<file path="src/rtl/regfile.sv">
// MIPS general-purpose register file: 32 x Width entries, two combinational
// read ports, one synchronous write port; r0 reads zero. Optional MIPS_RF_BYPASS_EN.
module regfile #(
  parameter int Width = 32,
  parameter int Depth = 32
) (
  input  logic             clk,
  input  logic             rst_n,
  input  logic             we,
  input  logic [4:0]       wa,
  input  logic [Width-1:0] wd,
  input  logic [4:0]       ra1,
  input  logic [4:0]       ra2,
  output logic [Width-1:0] rd1,
  output logic [Width-1:0] rd2
);

  localparam int AW = 5;

  // Entry 0 has no storage; only entries 1..Depth-1 are flops.
  logic [Width-1:0] mem [1:Depth-1];
  logic [Depth-1:0] wen;
  logic [Width-1:0] rd1_stored;
  logic [Width-1:0] rd2_stored;

  // One-hot write enable; bit 0 forced low so r0 can never be written.
  always_comb begin
    wen = '0;
    for (int i = 1; i < Depth; i++) begin
      wen[i] = we && (wa == AW'(i));
    end
    wen[0] = 1'b0;
  end

  always_ff @(posedge clk or negedge rst_n) begin
    if (!rst_n) begin
      for (int i = 1; i < Depth; i++) begin
        mem[i] <= '0;
      end
    end else begin
      for (int i = 1; i < Depth; i++) begin
        if (wen[i]) begin
          mem[i] <= wd;
        end
      end
    end
  end

  // Read muxes over stored state; an address of 0 matches no entry and yields 0.
  always_comb begin
    rd1_stored = '0;
    rd2_stored = '0;
    for (int i = 1; i < Depth; i++) begin
      if (ra1 == AW'(i)) begin
        rd1_stored = mem[i];
      end
      if (ra2 == AW'(i)) begin
        rd2_stored = mem[i];
      end
    end
  end

`ifdef MIPS_RF_BYPASS_EN
  // Forward write data to a reader of the same nonzero address in the write cycle.
  always_comb begin
    rd1 = rd1_stored;
    rd2 = rd2_stored;
    if (we && (wa != '0) && (ra1 == wa)) begin
      rd1 = wd;
    end
    if (we && (wa != '0) && (ra2 == wa)) begin
      rd2 = wd;
    end
  end
`else
  always_comb begin
    rd1 = rd1_stored;
    rd2 = rd2_stored;
  end
`endif

endmodule
</file>
<file path="config.mk">
export PLATFORM = sky130hd
export DESIGN_NAME = regfile
export DESIGN_NICKNAME = d
export VERILOG_FILES = /design/src/rtl/regfile.sv
export SDC_FILE = /design/constraint.sdc
export NUM_CORES = 2
export LEC_CHECK = 0
export ABC_AREA = 1
export BUFFER_PORTS_ARGS = -buffer_cell sky130_fd_sc_hd__buf_2
export CAP_MARGIN = 20
export CORE_UTILIZATION = 50
export CTS_BUF_LIST = sky130_fd_sc_hd__clkbuf_2
export DETAILED_ROUTE_END_ITERATION = 10
export PLACE_DENSITY = 0.65
export SETUP_SLACK_MARGIN = 0.5
export SLEW_MARGIN = 0
export SYNTH_ARGS = -nofsm -noshare
export SYNTH_HDL_FRONTEND = slang
export SYNTH_SLANG_ARGS = --single-unit
</file>
<file path="constraint.sdc">
create_clock -name clk -period 5.6 [get_ports clk]
set_input_delay 1.68 -clock clk [delete_from_list [all_inputs] [get_ports clk]]
set_output_delay 1.68 -clock clk [all_outputs]
set_load 0.02 [all_outputs]
</file>
==> impl_results.md <==
- Num ports: around 110
- Most used routing layer: met2
- Sink Count: 992
- First-pass GRT wire length: 307 mm
- Overall power: 18100 uW
- Fin. Hold Viols: 0
- Yosys warnings: 0
- WS Path Type: in -> out
- Via density: 5.76
- Die height: 322 um
- Clock transition at path regs: 0.09 ns
- Port Buf Inserts: ~110
- Share of cells above drive strength 1: 19.7%
- Setup crit end kind: primary output
- Final Critical Period: approximately 6.5 ns
- Final Util: between 60 and 70%
- Synth Instances: 7143
- Worst-path fanout max: 6
- CTS tree: done
- Post-route ant nets: 1
- Synthesized Nets: between 7000 and 8000
- Max reg flops: 992
- Row count: between 100 and 150
- Num CTS Buffers: roughly 290
- R2R setup slack: 4.74 ns
- Total GRT Usage: 39.3%
- Failing checks: antenna rules, setup timing
- GRT overflow: 0
- Htree depth: 5
- Core Area: 101000 sq um
- Final setup viols: between 60 and 70
- Multi-input logic area: 23700 sq um
- Worst-Skew Late Latency: 1.58 ns
- FILL cells: between 9000 and 10000
- Post-DP HPWL: roughly 140 mm
- Startpoint Class: input pin
- Grt met2 use: a little under three fifths
- Initial core utilization: 50.7%
- Unrepaired setup endpoints after global routing: true
- Slew @ Worst Pin: 1.12 ns
- Distinct cells, synth: 23
- Routing usage on met1: 54.0%
- Pin count of the biggest net entering global routing: 108
- Post-synthesis sequential area ratio: 48.6%
- Die X: 322 um
- Mean Syn Cell Area: 7.16 sq um
- CTS root buf: clkbuf_2
- Worst vdd ir: 0.182 mV
- Worst R2R Path Depth: 2
- Register area: between 20000 and 25000 sq um
- Peak Freq: between 0.15 and 0.2 GHz
- DRT iter0 DRCs: 6482
- Syn-to-layout area delta: 19.3%
- Top Registers: mem x992
- Arrival time worst endpoint: 4.81 ns
- Seq cells post-synth: 992
- Total Routed Length: roughly 200 mm
- Initial antenna violation count: 14
- Min-delay worst type: in -> async
- Reg2Reg Launch Point: mem[386]
- Outcome: complete, but fails checks
- DR WL/cell: 22.2 um
- Worst r2r dst: mem[386]
- Max-slew violations: 0
- Vias in the first global route: 49651
- DRT Pass-1 Iters: 8
- Pleak: 0.0289 uW
- Layout net count: between 7000 and 8000
- Longest Clk Path Bufs: 4
- Final Worst Setup Slack: -0.889 ns
- Grt met3 use: 9.49%
- Via Count: roughly 53000
- Setup Skew: 0 ns
- DRC Markers: 0
- Biggest register: mem
- Die ar.: 104000 sq um
- Critical Path RT: 3.92 ns
- Power Density: 297 nW/um^2
- Slew margin rel.: about a quarter
- Max cap viols: 0
- GPL Wtd Cong: 0.981
- Mapped Area: 51100 sq um
- Fin crit share: 116%
## layout by cell type (no fill, tap or decap), types with 69 or more instances in the layout
master and instances:
a21oi_1 72, buf_12 75, buf_2 69, buf_4 412
buf_6 92, clkbuf_2 423, dfrtp_1 992, inv_1 475
nand2_1 2514, nand2_2 82, nand4_1 511, nor2_1 545
nor2_2 136, o21ai_0 1033
## power breakdown
group / internal, uW / switching [uW]
clock: 1980 / 3210
combinational: 1210 / 2130
sequential: 8490 / 1110
total: 11700 / 6450
## synthesized netlist by cell type
library cell,count,area (sq um)
nand2_2,2,12.5
dfrtp_1,992,24800
nand2_1,2602,9770
buf_2,35,175
a21oi_1,78,390
nor2_4,2,22.5
clkinv_1,7,26.3
buf_4,6,45.0
or2_1,3,18.8
or2_2,68,425
nor3_1,28,140
nand4_1,511,3200
nor2_1,697,2620
or2_0,10,62.6
inv_1,491,1840
inv_2,7,26.3
nor3_2,6,60.1
o2111ai_1,6,52.6
nand3_1,90,450
o21ai_0,1046,5240
buf_1,12,45.0
clkbuf_1,438,1640
nor2_2,6,37.5
## through the flow
stage	hold WS (ns)	cell area (sq um)	TNS, ns	worst slack [ns]	instances
final	0.153	61000	-42.78	-0.889	9172
after global routing	0.115	61000	-51.01	-1.06	9165
after CTS	0.100	60200	-42.06	-0.894	9126
after global placement	0.466	56200	-55.45	-1.08	8604
after detailed placement	0.473	56300	-55.38	-1.10	8609
after floorplan	0.453	51500	0	0.406	7143
## worst max path at each step
stage | start | to | slack, ns
6_report | ra2[3] | rd2[15] | -0.89
3_3_place_gp | ra1[4] | rd1[28] | -1.08
3_5_place_dp | ra1[4] | rd1[28] | -1.10
4_1_cts | ra2[0] | rd2[19] | -0.89
5_1_grt | ra2[0] | rd2[15] | -1.06
2_1_floorplan | ra1[1] | rd1[14] | 0.41
## area by class of cell
type	count	share of cell area, %
tap	1357	2.78
timing repair buffer	672	10.6
clock buffer	423	3.47
antenna	18	0.0738
clock inverter	50	0.324
sequential	992	40.7
inverter	505	3.17
multi-input combinational	5155	38.9
## kinds of logic (layout without fill, tap and decap cells)
kind of cell	count (synthesis)	count (layout)	share of synthesized area, %
flip-flops	992	992	48.6
other	0	18	0
AO/OA/AOI/OAI	1130	1130	11.1
AND/OR/NAND/NOR	4025	4025	32.9
buffers and inverters	996	1650	7.44
## worst max-delay path: stages
cell	delay, ns
buf_6	0.10
nor2_4	0.06
buf_4	0.14
nand3_4	0.08
buf_12	0.12
clkinvlp_4	0.12
buf_6	0.13
nand2_1	0.04
nand2_1	0.05
nor2_1	0.11
nand4_1	0.22
nand2_2	0.20
nand4_1	0.15
nand2_1	0.12
nand4_1	0.11
nand2_1	0.09
nand4_1	0.21
nor2_2	0.18
nand4_1	0.13
nor2_1	0.16
nand4_1	0.12
nand2_1	0.11
nand2_1	0.06
nand2_1	0.09
nand3_2	0.08
buf_6	0.14
## what timing repair did
| item | 4_1_cts | 5_1_grt |
|---|---|---|
| resized for setup | 369 | 134 |
| pin swaps | 196 | 221 |
| setup buffers | 41 | 25 |
| cloned | 3 | 2 |
| hold buffers | 0 | 0 |
| setup endpoints to repair | 64 | 64 |
## per-layer routing
layer  wire, um  share of wire, %
met1      82900                41
met2      86600                43
met3      22600                11
met4      11100               5.5
met5         71             0.035
No activity file was read; power rests on OpenSTA's default activity.
